File: src/rtl/serial_addsub_ctrl_if.sv
// serial_addsub_ctrl_if
// ---------------------
// Bundles the request and response signals of the nibble-serial add/subtract
// sequencer so the requester and the sequencer connect through one port.
//
// Parameter
//   NIBBLES   number of 4-bit slices, operand width W = 4*NIBBLES (1..16)
//
// Signals
//   start     request; only looked at while the sequencer is idle
//   op        0 = A+B, 1 = A-B; taken together with start
//   a, b      W-bit operands; taken together with start
//   busy      an operation is in flight
//   done      one-cycle completion pulse
//   result    W-bit sum/difference, held until the next completion
//   cout      carry out of the MSB (for subtract: 1 = no borrow)
//   overflow  two's-complement overflow
//   zero      result is all zeros
//
// Modports
//   master    requester side: drives start/op/a/b, observes the results
//   slave     sequencer side: observes the request, drives the results
interface serial_addsub_ctrl_if #(
  parameter int NIBBLES = 4
);
  localparam int W = 4 * NIBBLES;

  logic         start;
  logic         op;
  logic [W-1:0] a;
  logic [W-1:0] b;
  logic         busy;
  logic         done;
  logic [W-1:0] result;
  logic         cout;
  logic         overflow;
  logic         zero;

  modport master (
    output start, op, a, b,
    input  busy, done, result, cout, overflow, zero
  );

  modport slave (
    input  start, op, a, b,
    output busy, done, result, cout, overflow, zero
  );
endinterface

File: src/rtl/serial_addsub_ctrl.sv
// serial_addsub_ctrl
// ------------------
// Nibble-serial add/subtract sequencer. A W-bit (W = 4*NIBBLES) add or
// subtract is carried out by one 4-bit slice, one nibble per clock, least
// significant nibble first, with the carry registered between nibbles.
// One operation is accepted per start pulse while idle; completion is
// signalled by a one-cycle done pulse together with result, carry/borrow,
// signed overflow and zero flags, which then hold until the next completion.
//
// Parameter
//   NIBBLES   number of 4-bit slices (1..16)
//
// Ports
//   clk       single clock, rising edge
//   reset_n   asynchronous, active-low reset; discards any operation in flight
//   bus       serial_addsub_ctrl_if slave modport (request in, results out)
module serial_addsub_ctrl #(
  parameter int NIBBLES = 4
) (
  input  logic                 clk,
  input  logic                 reset_n,
  serial_addsub_ctrl_if.slave  bus
);

  localparam int W    = 4 * NIBBLES;
  localparam int IDXW = (NIBBLES > 1) ? $clog2(NIBBLES) : 1;
  localparam logic [IDXW-1:0] LAST_IDX = IDXW'(NIBBLES - 1);

  typedef enum logic {
    IDLE,
    RUN
  } state_e;

  state_e          state_q;

  // Working copies of the accepted request. The operands shift right one
  // nibble per RUN cycle so the slice always reads bits [3:0].
  logic [W-1:0]    opA_q;
  logic [W-1:0]    opB_q;
  logic            op_q;
  logic            carry_q;
  logic [IDXW-1:0] idx_q;

  // Partial result; finished nibbles enter at the top and move down, so
  // after the last nibble the value is in its final position.
  logic [W-1:0]    work_q;

  // Registered outputs
  logic            busy_q;
  logic            done_q;
  logic [W-1:0]    result_q;
  logic            cout_q;
  logic            overflow_q;
  logic            zero_q;

  // Slice datapath
  logic [3:0]      aNib;
  logic [3:0]      bNib;
  logic [4:0]      sliceSum;
  logic            carry_d;
  logic            msbCarryIn;
  logic [W-1:0]    work_d;

  // The 4-bit add/subtract slice working on the current nibble. For
  // subtract B is inverted here and the +1 comes from the carry seeded at
  // accept. msbCarryIn recovers the carry into bit 3 of the slice from the
  // sum bit, which on the last nibble is the carry into bit W-1.
  always_comb begin
    aNib       = opA_q[3:0];
    bNib       = opB_q[3:0] ^ {4{op_q}};
    sliceSum   = {1'b0, aNib} + {1'b0, bNib} + {4'b0000, carry_q};
    carry_d    = sliceSum[4];
    msbCarryIn = sliceSum[3] ^ aNib[3] ^ bNib[3];
    work_d     = (work_q >> 4) | (W'(sliceSum[3:0]) << (W - 4));
  end

  // Sequencer: IDLE waits for start and captures the request; RUN pushes
  // one nibble through the slice per cycle and, on the last nibble, loads
  // the visible results and raises done on the same edge. The flags are
  // only loaded there, so they hold between operations.
  always_ff @(posedge clk or negedge reset_n) begin
    if (!reset_n) begin
      state_q    <= IDLE;
      opA_q      <= '0;
      opB_q      <= '0;
      op_q       <= 1'b0;
      carry_q    <= 1'b0;
      idx_q      <= '0;
      work_q     <= '0;
      busy_q     <= 1'b0;
      done_q     <= 1'b0;
      result_q   <= '0;
      cout_q     <= 1'b0;
      overflow_q <= 1'b0;
      zero_q     <= 1'b0;
    end else begin
      case (state_q)
        IDLE: begin
          done_q <= 1'b0;
          if (bus.start) begin
            opA_q   <= bus.a;
            opB_q   <= bus.b;
            op_q    <= bus.op;
            carry_q <= bus.op;
            idx_q   <= '0;
            work_q  <= '0;
            busy_q  <= 1'b1;
            state_q <= RUN;
          end
        end

        RUN: begin
          opA_q   <= opA_q >> 4;
          opB_q   <= opB_q >> 4;
          work_q  <= work_d;
          carry_q <= carry_d;
          idx_q   <= idx_q + 1'b1;
          if (idx_q == LAST_IDX) begin
            result_q   <= work_d;
            cout_q     <= carry_d;
            overflow_q <= carry_d ^ msbCarryIn;
            zero_q     <= (work_d == '0);
            done_q     <= 1'b1;
            busy_q     <= 1'b0;
            idx_q      <= '0;
            state_q    <= IDLE;
          end
        end

        default: begin
          state_q <= IDLE;
          busy_q  <= 1'b0;
          done_q  <= 1'b0;
        end
      endcase
    end
  end

  assign bus.busy     = busy_q;
  assign bus.done     = done_q;
  assign bus.result   = result_q;
  assign bus.cout     = cout_q;
  assign bus.overflow = overflow_q;
  assign bus.zero     = zero_q;

endmodule
File: src/flat_wrapper.sv
// flat-port wrapper written by rule: the top's interface ports become plain ports
module serial_addsub_ctrl_flat 
#(
  parameter int NIBBLES = 4
)
  (clk, reset_n, bus_start, bus_op, bus_a, bus_b, bus_busy, bus_done, bus_result, bus_cout, bus_overflow, bus_zero);
  serial_addsub_ctrl_if #(.NIBBLES(NIBBLES)) bus_i ();
  input  logic clk;
  input  logic reset_n;
  input wire logic [$bits(bus_i.start)-1:0] bus_start;
  input wire logic [$bits(bus_i.op)-1:0] bus_op;
  input wire logic [$bits(bus_i.a)-1:0] bus_a;
  input wire logic [$bits(bus_i.b)-1:0] bus_b;
  output wire logic [$bits(bus_i.busy)-1:0] bus_busy;
  output wire logic [$bits(bus_i.done)-1:0] bus_done;
  output wire logic [$bits(bus_i.result)-1:0] bus_result;
  output wire logic [$bits(bus_i.cout)-1:0] bus_cout;
  output wire logic [$bits(bus_i.overflow)-1:0] bus_overflow;
  output wire logic [$bits(bus_i.zero)-1:0] bus_zero;
  assign bus_i.start = bus_start;
  assign bus_i.op = bus_op;
  assign bus_i.a = bus_a;
  assign bus_i.b = bus_b;
  assign bus_busy = bus_i.busy;
  assign bus_done = bus_i.done;
  assign bus_result = bus_i.result;
  assign bus_cout = bus_i.cout;
  assign bus_overflow = bus_i.overflow;
  assign bus_zero = bus_i.zero;
  serial_addsub_ctrl #(.NIBBLES(NIBBLES)) u_core (.clk(clk), .reset_n(reset_n), .bus(bus_i));
endmodule
File: config.mk
export PLATFORM = sky130hd
export DESIGN_NAME = serial_addsub_ctrl_flat
export DESIGN_NICKNAME = d
export VERILOG_FILES = /design/src/rtl/serial_addsub_ctrl_if.sv /design/src/rtl/serial_addsub_ctrl.sv /design/src/flat_wrapper.sv
export SDC_FILE = /design/constraint.sdc
export NUM_CORES = 1
export LEC_CHECK = 0
export ABC_AREA = 1
export CAP_MARGIN = 25
export CORE_MARGIN = 5
export CORE_UTILIZATION = 38
export DETAILED_ROUTE_END_ITERATION = 10
export SETUP_SLACK_MARGIN = 0.02
export SYNTH_ARGS = -nofsm -noshare
export SYNTH_HDL_FRONTEND = slang
export SYNTH_SLANG_ARGS = --single-unit
File: constraint.sdc
create_clock -name clk -period 2.3 [get_ports clk]
set_input_delay 0.575 -clock clk [delete_from_list [all_inputs] [get_ports clk]]
set_output_delay 0.575 -clock clk [all_outputs]
set_load 0.1 [all_outputs]
==> out/results.txt <==
met2 wire length -> 3.025 mm
Reg2Reg Setup Slack -> 0.26 ns
GRT Resource Usage Total -> 14.46%
DR iter-0 viols -> 62
status -> complete, no violations
Post-Place Worst Slack -> 0.2587 ns
total clock sinks -> 70
GR Overflow Total -> 0
initial antenna violation count -> 0
P_sw -> 0.002938 W
Design Power -> 0.006047 W
power share of the clock group -> 17.0%
htree depth -> 3
area share of the largest cell type after synthesis -> 56.86%
Sequential Power Share -> 32.6%
input/output buffers -> 56
worst r2r src -> u_core.op_q
TritonCTS clock tree -> yes
Finished Core Util -> 49.49%
Final WS setup -> 0.2609 ns
Fin Setup TNS -> 0 ns
Placer Congestion -> 0.8113
# hold bufs at CTS -> 0
Lkg Pwr -> 1.872 nW
WP data arrival -> 2.32 ns
number of global-route vias before repair -> 2339
clk_skew -> 0.01207 ns
largest net degree at the start of global routing -> 71
count of unique library cells instantiated by Yosys -> 27
P&R area growth vs syn -> 25.43%
CP Class -> flip-flop to flip-flop
DR DRC count -> 0
Metal-1 WL -> 3.113 mm
cell-internal power -> 0.003109 W
1st-pass router iterations -> 4
Core Area -> 7807 sq um
drt total wl -> 6.709 mm
most frequent cells in the layout -> 111 x nand2_1, 70 x dfrtp_1, 34 x clkdlybuf4s50_1
Final Max Slew Viols -> 0
Starting Density -> 39.46%
Setup Buffers After CTS -> 0
syn_area_per_cell -> 9.195 sq um
# setup viols final -> 0
worst min-delay path class -> primary input to asynchronous set/reset pin
clock slew at reported path FFs -> 0.08 ns
full die area -> 10010 sq um
dpl hpwl -> 4.567 mm
FF-to-FF path depth -> 9
Placement Rows -> 32
CTS Root Cell -> clkbuf_8
Fmax achieved -> 0.4904 GHz
Yosys reg bits -> 70
pwr/cell area -> 1565 nW/um^2
max_slew headroom -> 69.35%
Die W -> 100.0 microns
top layer in use -> met4
Yosys top cell by area -> dfrtp_1
first-pass GRT wire length -> 11.34 mm
worst-margin pin slew -> 0.4598 ns
Max clock buf depth -> 2
Post-Syn Nets -> 377
sequential fraction of the synthesis area -> 56.86%
CTS Buf Count -> 9
die height -> 100.0 microns
Yosys warnings -> 0
final period utilization -> 88.66%
RSZ-0062 raised after global routing -> no
metal3 WL -> 478 microns
Vias/cell -> 4.781
Final nets -> 432
switching share of power -> 48.59%
Worst R2R End -> u_core.bus.zero
Routed Antenna Nets -> 0
routed via count -> 2376
Tmin final -> 2.039 ns
Max IR drop VDD -> 0.4732 mV
clock latency on the worst-skew pair -> 0.34 ns
Setup crit end kind -> flip-flop
CP Data Required Time -> 2.58 ns
Synth area leaders -> dfrtp_1 57%, nand2_1 14%, nand3_1 5.0%, inv_1 3.3%, o22ai_1 2.4%
critical path peak fanout -> 6
post_cts resized -> 0
WL per Instance -> 13.50 microns
commonest non-fill, non-tap cell in the layout -> nand2_1
CP Launch Type -> flip-flop
Comb power frac -> 50.4%
IO Pins -> 57
Cell Area, Synth -> 3080 sq um
max_cap viols -> 0
fraction of layout cells with a size suffix above 1 -> 12.41%
ANT cells -> 0
Final Hold Fails -> 0
Post-Syn Instances -> 335
-- flip-flops by register name, summed over array words and instances, names as in the netlist --
register and cells:
u_core.bus.busy 1, u_core.bus.cout 1, u_core.bus.done 1, u_core.bus.overflow 1
u_core.bus.result 16, u_core.bus.zero 1, u_core.carry_q 1, u_core.idx_q 2
u_core.opA_q 16, u_core.opB_q 16, u_core.op_q 1, u_core.state_q 1
u_core.work_q 12
-- through the flow --
stage | std cells | instance area (sq um) | hold slack [ns]
3_5_place_dp | 481 | 3656 | 0.4716
6_report | 497 | 3864 | 0.2392
5_1_grt | 497 | 3864 | 0.2605
2_1_floorplan | 335 | 3080 | 0.2794
3_3_place_gp | 481 | 3656 | 0.4699
4_1_cts | 497 | 3864 | 0.2506
-- layer usage --
layer,vias to the layer above,global-route usage [%]
met5,-,0
met1,1083,19.39
met4,0,4.352
li1,1207,-
met2,78,21.96
met3,8,5.351
-- cells by family after synthesis --
group           after synthesis  share of synthesized area, %
simple gates                160                         21.53
flops                        70                         56.86
compound gates               49                         10.15
buf+inv                      46                         7.392
xor+xnor                      4                         1.137
fa+ha+maj                     6                         2.925
-- cell type report --
class                   count  area [sq um]
well taps                 102         127.6
flip-flops and latches     70          1752
clock inverters             5         56.30
repair buffers             60         558.0
clock buffers              11         151.4
multi-input cells         219          1101
inverters                  30         117.6
fillers                   758          3944
-- power by group through the flow --
| stage | clock [W] | combinational, W | sequential [W] |
|---|---|---|---|
| 2_1_floorplan | 0 | 0.00139 | 0.00299 |
| 3_3_place_gp | 0 | 0.00303 | 0.00199 |
| 3_5_place_dp | 0 | 0.00307 | 0.00200 |
| 4_1_cts | 0.00106 | 0.00308 | 0.00198 |
| 5_1_grt | 0.00111 | 0.00334 | 0.00204 |
| 6_report | 0.00103 | 0.00305 | 0.00197 |
-- worst max-delay path, stage by stage, from the launching register on --
cell and delay [ns]:
dfrtp_1 0.45, xor2_1 0.22, fa_1 0.24, inv_1 0.06, fa_1 0.42, xor2_1 0.28, nand3_1 0.10, nor2_1 0.09
nand3_1 0.07, nand2_1 0.06
-- how the worst max path moves through the flow --
stage                startpoint         endpoint  slack, ns  depth (start not counted)
global placement    u_core.op_q  u_core.bus.zero       0.32                          9
floorplan           u_core.op_q  u_core.bus.zero       0.39                          9
detailed placement  u_core.op_q  u_core.bus.zero       0.26                          9
CTS                 u_core.op_q  u_core.bus.zero       0.25                          9
global route        u_core.op_q  u_core.bus.zero       0.03                          9
finish              u_core.op_q  u_core.bus.zero       0.26                          9
-- cell usage after synthesis, drive strengths merged --
cell    count
dfrtp      70
nand2     113
buf        14
o211ai      7
xnor2       1
nand4       2
a21oi       1
o31ai       1
xor2        3
inv        30
o22ai      12
o21ai      19
nand3      32
a22oi       1
fa          2
clkbuf      2
a22o        8
ha          4
nor2       13
(Power assumes the default switching activity.)
